## config.mk

```make
export PLATFORM = sky130hd
export DESIGN_NAME = vector_result_buffer
export DESIGN_NICKNAME = d
export VERILOG_FILES = /design/src/rtl/vector_unit_pkg.sv /design/src/rtl/vector_result_buffer.sv
export SDC_FILE = /design/constraint.sdc
export NUM_CORES = 1
export LEC_CHECK = 0
export BUFFER_PORTS_ARGS = -buffer_cell sky130_fd_sc_hd__buf_2
export CORE_MARGIN = 2
export CORE_UTILIZATION = 56
export CTS_CLUSTER_DIAMETER = 60
export DETAILED_ROUTE_END_ITERATION = 8
export MAX_ROUTING_LAYER = met4
export PLACE_DENSITY = 0.84
export RECOVER_POWER = 100
export REMOVE_ABC_BUFFERS = 1
export SYNTH_ARGS = -nofsm -noshare
export SYNTH_HDL_FRONTEND = slang
export SYNTH_SLANG_ARGS = --single-unit
```

## constraint.sdc

```tcl
create_clock -name clk_i -period 6.26 [get_ports clk_i]
set_clock_uncertainty 0.1 [all_clocks]
set_input_delay 0.626 -clock clk_i [delete_from_list [all_inputs] [get_ports clk_i]]
set_output_delay 0.626 -clock clk_i [all_outputs]
set_load 0.05 [all_outputs]
```

## src/rtl/vector_unit_pkg.sv

```systemverilog
// Shared vector-unit types and the lane predicate mask encoding.
package vector_unit_pkg;

  // 32-bit SIMD word, viewed as one word, two 16-bit lanes or four 8-bit lanes.
  typedef union packed {
    logic [31:0]      word;
    logic [1:0][15:0] vect2;
    logic [3:0][7:0]  vect4;
  } vector_t;

  typedef enum logic {
    BIT16 = 1'b0,
    BIT8  = 1'b1
  } esize_t;

  typedef enum logic [2:0] {
    EQL,
    LST,
    LST_EQL,
    MIN,
    MAX
  } vcomp_operation_t;

  typedef struct packed {
    vector_t    result;
    logic [3:0] mask;
  } vbuf_entry_t;

  // Compare ops yield one predicate per lane in the lane MSB; min/max carry no predicate.
  function automatic logic [3:0] vcomp_mask(vector_t v, esize_t es, vcomp_operation_t op);
    logic [3:0] m;
    m = '0;
    case (op)
      EQL, LST, LST_EQL: begin
        if (es == BIT8) begin
          for (int unsigned i = 0; i < 4; i++) begin
            m[i] = v.vect4[i][7];
          end
        end else begin
          m = {2'b00, v.vect2[1][15], v.vect2[0][15]};
        end
      end
      default: m = '0;
    endcase
    return m;
  endfunction

endpackage

```

## src/rtl/vector_result_buffer.sv

```systemverilog
// Registered result FIFO between the SIMD comparison unit and writeback.
// Captures result plus lane mask on push, holds until the arbiter accepts it.
module vector_result_buffer
  import vector_unit_pkg::*;
#(
  parameter int DEPTH = 2
) (
  input  logic             clk_i,
  input  logic             rst_i,
  input  vector_t          result_i,
  input  esize_t           element_size_i,
  input  vcomp_operation_t operation_i,
  input  logic             data_valid_i,
  input  logic             flush_i,
  input  logic             ready_i,
  output vector_t          result_o,
  output logic [3:0]       mask_o,
  output logic             data_valid_o,
  output logic             full_o,
  output logic             overflow_o
);

  localparam int PTR_W = $clog2(DEPTH);
  localparam int CNT_W = $clog2(DEPTH) + 1;
  localparam logic [CNT_W-1:0] DEPTH_C = CNT_W'(DEPTH);

  vbuf_entry_t      mem_q [DEPTH];
  vbuf_entry_t      mem_d [DEPTH];
  logic [PTR_W-1:0] rd_ptr_q, rd_ptr_d;
  logic [PTR_W-1:0] wr_ptr_q, wr_ptr_d;
  logic [CNT_W-1:0] count_q, count_d;
  logic             overflow_q, overflow_d;

  logic        full, empty, push, pop;
  vbuf_entry_t head;

  assign full  = (count_q == DEPTH_C);
  assign empty = (count_q == '0);
  assign pop   = !empty && ready_i;
  assign push  = data_valid_i && !flush_i && (!full || pop);
  assign head  = mem_q[rd_ptr_q];

  // Next-state for storage, pointers, count and sticky overflow; flush wins over everything.
  always_comb begin
    mem_d      = mem_q;
    rd_ptr_d   = rd_ptr_q;
    wr_ptr_d   = wr_ptr_q;
    count_d    = count_q;
    overflow_d = overflow_q;
    if (flush_i) begin
      rd_ptr_d   = '0;
      wr_ptr_d   = '0;
      count_d    = '0;
      overflow_d = 1'b0;
    end else begin
      // Pointers are log2(DEPTH) wide, so natural overflow implements the modulo wrap.
      if (push) begin
        mem_d[wr_ptr_q].result = result_i;
        mem_d[wr_ptr_q].mask   = vcomp_mask(result_i, element_size_i, operation_i);
        wr_ptr_d               = wr_ptr_q + PTR_W'(1);
      end
      if (pop) begin
        rd_ptr_d = rd_ptr_q + PTR_W'(1);
      end
      count_d = count_q + CNT_W'(push) - CNT_W'(pop);
      if (data_valid_i && full && !pop) begin
        overflow_d = 1'b1;
      end
    end
  end

  // Control state register; reset is treated exactly like a flush.
  always_ff @(posedge clk_i) begin
    if (rst_i) begin
      rd_ptr_q   <= '0;
      wr_ptr_q   <= '0;
      count_q    <= '0;
      overflow_q <= 1'b0;
    end else begin
      rd_ptr_q   <= rd_ptr_d;
      wr_ptr_q   <= wr_ptr_d;
      count_q    <= count_d;
      overflow_q <= overflow_d;
    end
  end

  // Entry storage needs no reset: outputs are gated while the buffer is empty.
  always_ff @(posedge clk_i) begin
    mem_q <= mem_d;
  end

  // Outputs come only from registered head and count; stale data is masked when empty.
  always_comb begin
    data_valid_o = !empty;
    full_o       = full;
    overflow_o   = overflow_q;
    result_o     = empty ? vector_t'('0) : head.result;
    mask_o       = empty ? 4'b0000 : head.mask;
  end

endmodule
```

## Yosys cells after proc, flatten, opt, wreduce, memory -nomap -nowiden

Cells that the tools add are included.

| operators by class | value |
|---|---|
| equality and inequality tests | 3 |
| shift operators | 0 |
| bitwise operators | 3 |
| muxes and demuxes | 15 |
| multiply operators | 0 |
| order comparisons | 3 |
| $add $sub $neg | 4 |
| div/mod/pow operators | 0 |
| reductions and logical operators | 16 |

Operators by type and width:

| operator | number |
|---|---|
| 72-bit bitwise mux | 2 |
| 36-bit 2-to-1 mux | 4 |
| 36-bit demux with 1-bit select | 2 |
| 32-bit 2-to-1 mux | 1 |
| 4-bit 2-to-1 mux | 6 |
| 1-bit logical AND | 6 |
| 2-bit greater-or-equal comparator, second input constant | 2 |
| 1-bit zero test | 4 |
| 1-bit inverter with 2-bit output | 2 |
| 3-bit by 1-bit == test with 1-bit output, second input constant | 1 |
| 3-bit by 2-bit == test with 1-bit output, second input constant | 1 |
| 3-bit zero test | 1 |
| 3-bit OR reduction | 1 |
| 1-bit adder, second input constant | 2 |
| 2-bit by 1-bit adder with 2-bit output | 1 |
| 2-bit == test, second input constant | 1 |
| 2-bit zero test | 1 |
| 2-bit by 1-bit < comparator with 1-bit output, second input constant | 1 |
| 2-bit AND reduction | 1 |
| 2-bit OR reduction | 1 |
| 2-bit by 1-bit subtractor with 2-bit output | 1 |
| 1-bit logical OR | 1 |
| 1-bit inverter | 1 |

| word-level totals | value |
|---|---|
| input bits | 41 |
| word-level logic and storage cells | 52 |
| register bits | 77 |
| memories | 0 |
| ROM bits | 0 |
| RAM bits | 0 |
| bits in latches | 0 |
| output and inout port bits | 39 |

## Depth between registers and ports, before layout

| depth | value |
|---|---|
| depth after elaboration | 8 |
| mapped depth | 7 |
| mapped depth without buffers | 7 |

## Least setup slack after synthesis

OpenSTA, ideal clock, no wires.

| timing path | value |
|---|---|
| path type | input port to flip-flop |
| start | input port flush_i |
| end | register mem_q[36] (netlist bit), enable pin |
| path buffers | 0 |
| setup time | 477 ps |
| arrival | 3337 ps |
| stages on the path | 2 |
| slack | 2346 ps |
| required time | 5683 ps |
| path through | nand2b_4 -> nor3_1 |

| between the ends | value |
|---|---|
| word-level cells in the longest chain between the ends | 4 |
| elaborated cells on any way between the ends | 5 |
| classes of those cells | 1 x bitwise; 4 x reduce/logical |

RTL lines:

| what | RTL line | source |
|---|---|---|
| start: declaration | vector_result_buffer.sv:14 | `input logic flush_i,` |
| 1-bit zero test | vector_result_buffer.sv:40 | `assign push = data_valid_i && !flush_i && (!full \|\| pop);` |
| 1-bit logical AND (2 in series) | vector_result_buffer.sv:40 |  |
| 2-bit AND reduction (no source line) (*) | - |  |
| end signal: assignment | vector_result_buffer.sv:89 | `mem_q <= mem_d;` |
| end: declaration | vector_result_buffer.sv:27 | `vbuf_entry_t mem_q [DEPTH];` |

Every way passes the cells marked *; elsewhere a longest branch is shown, timed or not.
A chain may end at the register's enable or synchronous reset.

## Worst setup path in the final report

| timing path | value |
|---|---|
| start | register count_q[0] |
| end | output port data_valid_o |

| between the ends | value |
|---|---|
| word-level cells in the longest chain between the ends | 2 |

RTL lines:

| what | RTL line | source |
|---|---|---|
| start: declaration | vector_result_buffer.sv:31 | `logic [CNT_W-1:0] count_q, count_d;` |
| start signal: assignment | vector_result_buffer.sv:82 | `count_q <= count_d;` |
| 2-bit zero test | vector_result_buffer.sv:38 | `assign empty = (count_q == '0);` |
| 1-bit zero test | vector_result_buffer.sv:94 | `data_valid_o = !empty;` |
| end: declaration | vector_result_buffer.sv:18 | `output logic data_valid_o,` |

No other way between the ends.

==> impl_metrics.ini <==
[status]
status = finished with violations
violations = max-capacitance violations, max-slew violations

[placed_design]
gp_congestion = 0.744
io_buffers = 79
hpwl_mm = 3.13

[worst_setup_path]
critPathLaunchType = register
rrSetupSlack_ps = 2830
crit_path_cell_trace = nor2_1, inv_1, clkbuf_1
worstReg2RegStart = count_q[0]
worstReg2RegEnd = count_q[1]
cp-end-kind = output port
crit_path_start = count_q[0]
cp.required_ps = 5530
slowest_stage = nor2_1
criticalPathCategory = reg2out
cp_slowest_stage_delay_ps = 1820
path_max_fanout = 38
arrival_ps = 3120
r2r_cells = 7

[yosys]
yosysTopAreaCell = edfxtp_1
ys_async_sr_fraction_pct = 0
synth_seq_cells = 77
yosysMostFrequentCell = edfxtp_1
syn_inst = 196
yosysUniqueCellTypes = 23
ys.flop_type = edfxtp_1
syn_area_per_cell_um2 = 15.6
yosys-top-cells-count = 72 x edfxtp_1, 41 x nor2_1, 37 x mux2i_1
synth_area_um2 = 3060
synth_top_area_share_pct = 70.6
yosys_warnings = 0
synth-seq-area-share_pct = 73.9
synth-edff-count = 72
synthTopCellsByArea = edfxtp_1 71%, mux2i_1 12%, nor2_1 5.0%

[clocking]
cts_tree = done
cts_setup_buffers = 0
cts-root-buf = clkbuf_8
clk_path_buf_depth = 2
cts_resized = 0
clk_pin_slew_ps = 70
cts_max_level = 3
cts_sinks = 77
postCtsHoldBufs = 0
clk_latency_ps = 330
cts_made_buffers = 9

[pwr]
power.leakage_nw = 1.22
p_per_area_nw_per_um2 = 308
ir_worst_vdd_v = 0.000263

[global_route]
grt_antenna_before_repair = 0
grt_max_degree = 39
track_usage_pct = 18.5
grt_pass1_wl_mm = 8.06
grt_pass1_vias = 1836
overflow = 0

[detailed_routing]
first_iter_violations = 96
vias_per_cell = 5.12
wl_per_cell_um = 14.2
drc_errors = 0
drtPass1Iterations = 4
postRouteAntennaNets = 0
num_vias = 1813
wl_mm = 5.02

[floorplan]
initial_utilization_pct = 58.8
core_um2 = 5200
fp-row-count = 26
die_h_um = 77.9
ios = 80
dieWidth_um = 77.9
die_area_um2 = 6070

[finish]
num_antenna_cells = 0
areaGrowthSynthToFinish_pct = 20.1
drive_gt1_share_pct = 13.7
nets = 322
fill_cells = 402

[sta]
report.final.slew_viol_count = 113
setup_tns_ps = 0
fmax_mhz = 260
post-route-min-period_ps = 3840
worst_pin_slew_ps = 2440
hold_violations = 0
slew_headroom_pct = -63.0
setup_viol_count_final = 0
rsz0062_at_grt = false
whs_ps = 371
finalCritPeriodShare_pct = 61.4

[worst_hold_path]
worstHoldStart = result_i[27]
hp-class = in2reg
min_to = mem_q[67]
whs_path_depth = 1

[run]
drv_cap = 3
[layer usage]
metal  vias up  GRT usage (%)  part of all wire, %
met4         0           11.2                  2.1
met3        11           5.12                  5.6
li1        894              -                    -
met1       847           19.2                   39
met5         -              -                    0
met2        61           31.3                   53
[worst max path at each step]
stage / end / cells after the start
after global placement: mask_o[2] / 3
after global routing: result_o[31] / 3
after detailed placement: result_o[12] / 3
final: data_valid_o / 3
after CTS: result_o[12] / 3
after floorplan: mem_q[36] / 2
[cells by family (layout without fill, tap and decap cells)]
kind of cell | count (synthesis) | in the layout | synth area share (%)
adders and majority gates | 1 | 1 | 0.409
DFF | 77 | 77 | 73.9
and+or+nand+nor | 61 | 61 | 9.60
muxes | 39 | 39 | 12.8
xor gates and xnor gates | 1 | 1 | 0.286
AOI/OAI and AO/OA | 6 | 6 | 1.06
buffers and inverters | 11 | 99 | 1.92
[per-stage QoR]
| step | cells | total power [mW] | area, um^2 | util, % | worst slack (ps) |
|---|---|---|---|---|---|
| 4_1_cts | 354 | 1.15 | 3780 | 72.7 | 3430 |
| 5_1_grt | 354 | 1.17 | 3680 | 70.7 | 2100 |
| 6_report | 354 | 1.13 | 3680 | 70.7 | 2420 |
| 3_3_place_gp | 339 | 0.682 | 3530 | 67.8 | 3800 |
| 2_1_floorplan | 188 | 0.651 | 3010 | - | 2350 |
| 3_5_place_dp | 339 | 0.685 | 3530 | 67.8 | 3810 |
[registers in the layout, indices dropped and copies added (netlist names)]
register    cells
count_q         2
mem_q          72
overflow_o      1
rd_ptr_q        1
wr_ptr_q        1
[area by class of cell]
cell class / instances / area [um^2] / area share, %
inverter: 3 / 11.3 / 0.306
clock buffer: 10 / 128 / 3.47
timing repair buffer: 81 / 330 / 8.98
multi-input combinational: 108 / 734 / 20.0
clock inverter: 5 / 124 / 3.37
sequential: 77 / 2260 / 61.5
tap: 70 / 87.6 / 2.38
[cells in the final DEF, fill, tap and decap left out]
master     netlist  routed
clkinv_1         0       1
buf_2            5      21
mux2_2           2       2
dfxtp_1          5       4
nor2_1          41      41
nor3_1           6       5
a21oi_1          3       3
dfxtp_2          0       1
a21boi_0         1       1
and4b_1          1       1
nor3_2           0       1
nor4b_1          0       1
nor3b_1          1       2
xor2_1           1       1
and3_1           4       4
edfxtp_1        72      72
clkbuf_1         0      61
mux2i_1         37      37
clkbuf_8         0       9
nand2_1          1       1
ha_1             1       1
nand2b_4         1       1
inv_1            3       3
o21ai_0          2       2
nand3_1          2       2
nor2b_1          2       2
bufinv_16        0       4
[power breakdown]
| part | switching [mW] | internal (mW) | leakage, nW |
|---|---|---|---|
| sequential | 0.00548 | 0.578 | 0.709 |
| combinational | 0.0625 | 0.0230 | 0.389 |
| clock | 0.163 | 0.302 | 0.124 |
| total | 0.231 | 0.903 | 1.22 |
[critical path: cells and delay by family (launching register included)]
| family | cells | cell delay (ps) |
|---|---|---|
| DFF | 1 | 360 |
| buffers and inverters | 2 | 600 |
| and+or+nand+nor | 1 | 1820 |
Power figures use the tool's default switching activity.
